<file path="config.mk">
export PLATFORM = sky130hd
export DESIGN_NAME = itlb_miss_ctrl
export DESIGN_NICKNAME = d
export VERILOG_FILES = /design/src/rtl/mms_pkg.sv /design/src/rtl/itlb_hit_enc.sv /design/src/rtl/itlb_miss_ctrl.sv
export SDC_FILE = /design/constraint.sdc
export NUM_CORES = 1
export LEC_CHECK = 0
export ABC_AREA = 1
export CORE_MARGIN = 3
export CORE_UTILIZATION = 40
export CTS_CLUSTER_SIZE = 14
export DETAILED_ROUTE_END_ITERATION = 12
export PLACE_DENSITY = 0.82
export RECOVER_POWER = 25
export SYNTH_ARGS = -nofsm -noshare
export SYNTH_HDL_FRONTEND = slang
export SYNTH_SLANG_ARGS = --single-unit
</file>
<file path="constraint.sdc">
create_clock -name clk_i -period 1.4 [get_ports clk_i]
set_input_delay 0.14 -clock clk_i [delete_from_list [all_inputs] [get_ports clk_i]]
set_output_delay 0.14 -clock clk_i [all_outputs]
set_load 0.03 [all_outputs]
</file>
<file path="src/rtl/mms_pkg.sv">
// Shared memory-management types for the ITLB (and later DTLB) controllers.
`ifndef ASID_WD
`define ASID_WD 16
`endif

package mms_pkg;

    localparam int ASID_WD      = `ASID_WD;
    localparam int ITLB_ENTRIES = 8;

    typedef struct packed {
        logic [9:0] vpn1;
        logic [9:0] vpn0;
    } vpn_t;

    localparam logic [2:0] ST_IDLE     = 3'd0;
    localparam logic [2:0] ST_LOOKUP   = 3'd1;
    localparam logic [2:0] ST_PTW_REQ  = 3'd2;
    localparam logic [2:0] ST_PTW_WAIT = 3'd3;
    localparam logic [2:0] ST_REFILL   = 3'd4;
    localparam logic [2:0] ST_DRAIN    = 3'd5;

    typedef enum logic [2:0] {
        S_IDLE     = ST_IDLE,
        S_LOOKUP   = ST_LOOKUP,
        S_PTW_REQ  = ST_PTW_REQ,
        S_PTW_WAIT = ST_PTW_WAIT,
        S_REFILL   = ST_REFILL,
        S_DRAIN    = ST_DRAIN
    } itlb_state_e;

endpackage

</file>
<file path="src/rtl/itlb_hit_enc.sv">
// Lowest-index priority encoder over a TLB hit vector, with any/multi-hit flags.
module itlb_hit_enc
    import mms_pkg::*;
#(
    parameter  int ENTRIES = ITLB_ENTRIES,
    localparam int IDX_WD  = $clog2(ENTRIES)
) (
    input  logic [ENTRIES-1:0] hit_vec_i,
    output logic [IDX_WD-1:0]  idx_o,
    output logic               any_o,
    output logic               multi_o
);

    always_comb begin
        idx_o = '0;
        for (int i = ENTRIES - 1; i >= 0; i--) begin
            if (hit_vec_i[i]) idx_o = IDX_WD'(i);
        end
    end

    assign any_o   = |hit_vec_i;
    // clearing the lowest set bit leaves something only if two or more were set
    assign multi_o = |(hit_vec_i & (hit_vec_i - ENTRIES'(1)));

endmodule

</file>
<file path="src/rtl/itlb_miss_ctrl.sv">
// ITLB lookup/refill controller: broadcasts held request, walks on miss, refills round-robin.
//  state    | meaning
//  IDLE     | ready for an IFU request
//  LOOKUP   | tag entries compare held VPN/ASID
//  PTW_REQ  | walk request presented to PTW
//  PTW_WAIT | walk accepted, awaiting result
//  REFILL   | write result into victim entry, then replay lookup
//  DRAIN    | flushed with walk outstanding, discard its result
module itlb_miss_ctrl
    import mms_pkg::*;
#(
    parameter  int ENTRIES = ITLB_ENTRIES,
    localparam int IDX_WD  = $clog2(ENTRIES)
) (
    input  logic               clk_i,
    input  logic               rst_i,
    input  logic               req_valid_i,
    output logic               req_ready_o,
    input  logic [19:0]        req_vpn_i,
    input  logic [ASID_WD-1:0] req_asid_i,
    output logic [19:0]        lkup_vpn_o,
    output logic [ASID_WD-1:0] lkup_asid_o,
    input  logic [ENTRIES-1:0] hit_vec_i,
    output logic               rsp_valid_o,
    output logic [IDX_WD-1:0]  rsp_idx_o,
    output logic               rsp_fault_o,
    output logic               multihit_o,
    output logic               ptw_req_valid_o,
    input  logic               ptw_req_ready_i,
    output logic [19:0]        ptw_req_vpn_o,
    input  logic               ptw_rsp_valid_i,
    input  logic               ptw_rsp_fault_i,
    input  logic               ptw_rsp_g_i,
    output logic [ENTRIES-1:0] entry_we_o,
    output logic               wr_g_o,
    input  logic               flush_i
);

    itlb_state_e        state_q, state_d;
    vpn_t               vpn_q;
    logic [ASID_WD-1:0] asid_q;
    logic [IDX_WD-1:0]  victim_q;
    logic               g_q;

    logic              hit_any, hit_multi;
    logic [IDX_WD-1:0] hit_idx;
    logic              accept, lookup_hit, walk_fault, walk_ok, refill_fire;

    itlb_hit_enc #(.ENTRIES(ENTRIES)) u_hit_enc (
        .hit_vec_i (hit_vec_i),
        .idx_o     (hit_idx),
        .any_o     (hit_any),
        .multi_o   (hit_multi)
    );

    assign accept      = req_valid_i & req_ready_o;
    assign lookup_hit  = (state_q == S_LOOKUP) & hit_any & ~flush_i;
    assign walk_fault  = (state_q == S_PTW_WAIT) & ptw_rsp_valid_i & ptw_rsp_fault_i & ~flush_i;
    assign walk_ok     = (state_q == S_PTW_WAIT) & ptw_rsp_valid_i & ~ptw_rsp_fault_i & ~flush_i;
    assign refill_fire = (state_q == S_REFILL) & ~flush_i;

    always_comb begin
        state_d = state_q;
        case (state_q)
            S_IDLE:     if (accept) state_d = S_LOOKUP;
            S_LOOKUP:   state_d = (flush_i || hit_any) ? S_IDLE : S_PTW_REQ;
            S_PTW_REQ: begin
                // a ready seen alongside flush means the PTW already owns the walk
                if (flush_i)              state_d = ptw_req_ready_i ? S_DRAIN : S_IDLE;
                else if (ptw_req_ready_i) state_d = S_PTW_WAIT;
            end
            S_PTW_WAIT: begin
                if (flush_i)              state_d = ptw_rsp_valid_i ? S_IDLE : S_DRAIN;
                else if (ptw_rsp_valid_i) state_d = ptw_rsp_fault_i ? S_IDLE : S_REFILL;
            end
            S_REFILL:   state_d = flush_i ? S_IDLE : S_LOOKUP;
            S_DRAIN:    if (ptw_rsp_valid_i) state_d = S_IDLE;
            default:    state_d = S_IDLE;
        endcase
    end

    always_ff @(posedge clk_i) begin
        if (rst_i) begin
            state_q  <= S_IDLE;
            vpn_q    <= '0;
            asid_q   <= '0;
            victim_q <= '0;
            g_q      <= 1'b0;
        end else begin
            state_q <= state_d;
            if (accept) begin
                vpn_q  <= req_vpn_i;
                asid_q <= req_asid_i;
            end
            if (walk_ok)     g_q      <= ptw_rsp_g_i;
            if (refill_fire) victim_q <= victim_q + 1'b1;
        end
    end

    assign req_ready_o     = (state_q == S_IDLE) & ~flush_i;
    assign lkup_vpn_o      = vpn_q;
    assign lkup_asid_o     = asid_q;
    assign ptw_req_vpn_o   = vpn_q;
    assign ptw_req_valid_o = (state_q == S_PTW_REQ);
    assign rsp_valid_o     = lookup_hit | walk_fault;
    assign rsp_idx_o       = lookup_hit ? hit_idx : '0;
    assign rsp_fault_o     = walk_fault;
    assign multihit_o      = lookup_hit & hit_multi;
    assign entry_we_o      = refill_fire ? (ENTRIES'(1) << victim_q) : '0;
    assign wr_g_o          = refill_fire & g_q;

endmodule

</file>
==> results.md <==
* Slew HR at 76.9%
* Worst hold path class: input pin to flip-flop
* DR pass1 iterations at 4
* Setup Skew at 9.50 ps
* Top Metal Used: met4
* Crit. End Element: output port
* Failing checks: negative setup slack
* RSZ-0062 raised after global routing: yes
* CTS tree: done
* H-tree Lvls at 2
* Final Util at 73.9%
* Met2 routed WL at 4450 microns
* Met1 Wirelength at 3110 microns
* Max incr delay on CP at 380 ps
* # IOs at 125
* Synth area leader: dfxtp_1
* Global-route total usage across every layer at 18.4%
* CTS Buf Count at 5
* Full die area at 7320 sq um
* Crit path cell chain: nor2_4 -> nand3_4 -> a21oi_4 -> inv_2 -> nor3_2 -> buf_4
* Actual slew at the worst max-slew pin at 346 ps
* ANT cells at 0
* Count of flip-flops with a built-in enable after synthesis at 0
* Mapped Nets at 366
* Top post-synthesis cells by count: 57 x nand2_1, 43 x dfxtp_1, 29 x a21oi_2, 29 x nand3_2, 25 x inv_1
* Clock slew at reported path FFs at 90 ps
* Cells after Synth at 308
* Max-slew violation count at 0
* Synth cell types at 26
* Starting Density at 42.0%
* Root Buffer: clkbuf_8
* Global placer's final weighted congestion at 0.899
* Multi-input logic area at 1680 sq um
* Min cycle time layout at 1520 ps
* Vias in the first global route at 2,358
* Final setup vio count at 53
* Worst EP required at 1260 ps
* Row Count at 28
* Outcome: finished with violations
* Hold path cells at 4
* Largest delay contributor family on the critical path: flip-flops
* Antenna violations before repair at 0
* Crit path launch type: flip-flop
* Critical path class: flip-flop to output port
* Crit path DAT at 1380 ps
* Fraction of registers with async set/reset at 0%
* FF-to-FF Start: state_q[1]
* Hold Path End: victim_q[1]
* Later-pin clock latency in the skew report at 290 ps
* First-pass GRT wire length at 11,000 microns
* CTS Buffer Depth at 2
* Fmax at 0.658 GHz
* Reg2reg setup slack at -60 ps
* DRC at 0
* Area Growth Syn to Fin at 75.8%
* Sequential-to-total area share from yosys stat at 34.0%
* Core area at 6030 sq um
* Most common flop cell mapped by yosys: dfxtp_1
* Initial DRC Count at 58
* R2R depth at 9
* Layout cells sized above 1 at 49.2%
* Avg Inst Size Synth at 8.22 sq um
* Routed vias at 2,602
* Reg2Reg Capture Point: lkup_vpn_o[3]
* Sink Count at 43
* CP bufs+invs at 2
* Final worst slack at -120 ps
* CP max stage cell: dfxtp_4
* Post-synthesis cell area at 2530 sq um
* Largest net degree at the start of global routing at 22
* Post-route cell area at 4450 sq um
* Top post-synthesis cells by area: dfxtp_1 34%, nand3_2 11%, a21oi_2 10%
* Fill cells at 482
* Ys Warns at 0
* Final nets at 506
* DP Wirelength at 5040 microns
* Worst slack at placement at -213 ps
* Die H at 85.6 microns
* Count leader, synth: nand2_1
* Routed wire length at 8210 microns
* CTS Hold Bufs at 0
* Min-delay src: rst_i
* Max-cap violation count at 0
* Die width at 85.6 microns
* Synth top area share at 34.0%
* Avg Vias per Cell at 4.97
* Reg area at 878 sq um
* Wire per inst at 15.7 microns
* Leakage at 0.00197 uW
* Dpl cell area at 3720 sq um
* Seq cells post-synth at 43
* IO Port Bufs at 124
* Antenna-violating nets left at 0
* Total gr overflow at 0
* Period utilisation layout at 109%
* Hold Violations, Final at 0
* Critical path fanouts, max at 5
* Peak supply drop at 0.000914 V
* Pwr/cell area at 1160 nW/um^2
* Met3 wire len at 547 microns
-- final cells by class --
cell class | count | share of cell area (%)
clock buffer | 6 | 1.63
clock inverter | 2 | 0.281
inverter | 26 | 2.19
multi-input combinational | 203 | 37.8
sequential | 43 | 19.7
tap | 75 | 2.11
timing repair buffer | 169 | 36.2
-- cells by family (layout without fill, tap and decap cells) --
family	count (synthesis)	in the layout	synth area share (%)
flops	43	43	34.0
fa+ha+maj	6	6	2.97
buf+inv	62	203	17.1
simple gates	138	138	29.9
compound gates	59	59	16.1
-- how the worst max path moves through the flow --
stage                 start            end  slack, ps  depth (start not counted)
6_report         state_q[2]   rsp_idx_o[1]       -120                          6
5_1_grt          state_q[2]   rsp_idx_o[1]       -180                          6
4_1_cts          state_q[2]   rsp_idx_o[1]       -170                          6
3_5_place_dp   hit_vec_i[7]    rsp_valid_o       -210                          7
3_3_place_gp   hit_vec_i[7]    rsp_valid_o       -160                          7
2_1_floorplan    state_q[0]  entry_we_o[0]       -200                          4
-- stage by stage --
stage | total power (uW) | TNS [ps] | hold slack [ps] | std cells
final | 5170 | -2670 | 202 | 524
after global routing | 5430 | -5110 | 205 | 524
after CTS | 4390 | -1720 | 185 | 512
after detailed placement | 3620 | -5740 | 453 | 499
after global placement | 3580 | -4250 | 446 | 499
after floorplan | 3030 | -1220 | 288 | 308
-- metal layers --
metal	vias to the layer above	global-route usage, %
met5	-	0
met4	0	4.46
met3	10	5.86
met2	90	32.2
met1	1228	21.8
li1	1274	-
-- worst reg2reg max path: cells and delay by family (launching register included) --
family,cells,cell delay [ps]
AOI/OAI and AO/OA,1,40
DFF,1,370
and+or+nand+nor,5,460
buffers and inverters,3,460
-- state kept, by name, indices dropped and copies added (netlist names) --
name and cells:
g_q 1, lkup_asid_o 16, state_q 3, lkup_vpn_o 20, victim_q 3
-- cell usage in the layout (no fill, tap or decap), types with 3 or more instances in the layout --
master and count:
nor2_1 14, o21ai_0 4, nand2_2 8, clkbuf_16 4
o21ai_1 5, nor2_2 5, nand3_2 30, dfxtp_1 37
inv_2 11, buf_4 43, clkbuf_8 5, a21oi_2 37
dfxtp_4 4, buf_12 3, buf_6 10, nand2_1 17
dlygate4sd2_1 63, ha_1 5, nor2_4 6, inv_1 15
nor3_2 6, nand3_1 12, clkdlybuf4s50_1 40, a21oi_1 10
nand2_4 33
-- what timing repair did --
action,4_1_cts,5_1_grt
buffers inserted,5,6
pin swaps,6,12
endpoints found under the setup margin,73,56
gates resized for setup,90,128
gates cloned,0,6
-- power by group --
part / internal (uW) / switching, uW / total, uW
clock network: 349 / 432 / 781
registers: 1380 / 187 / 1570
logic: 1220 / 1600 / 2820
Power figures use the tool's default switching activity.
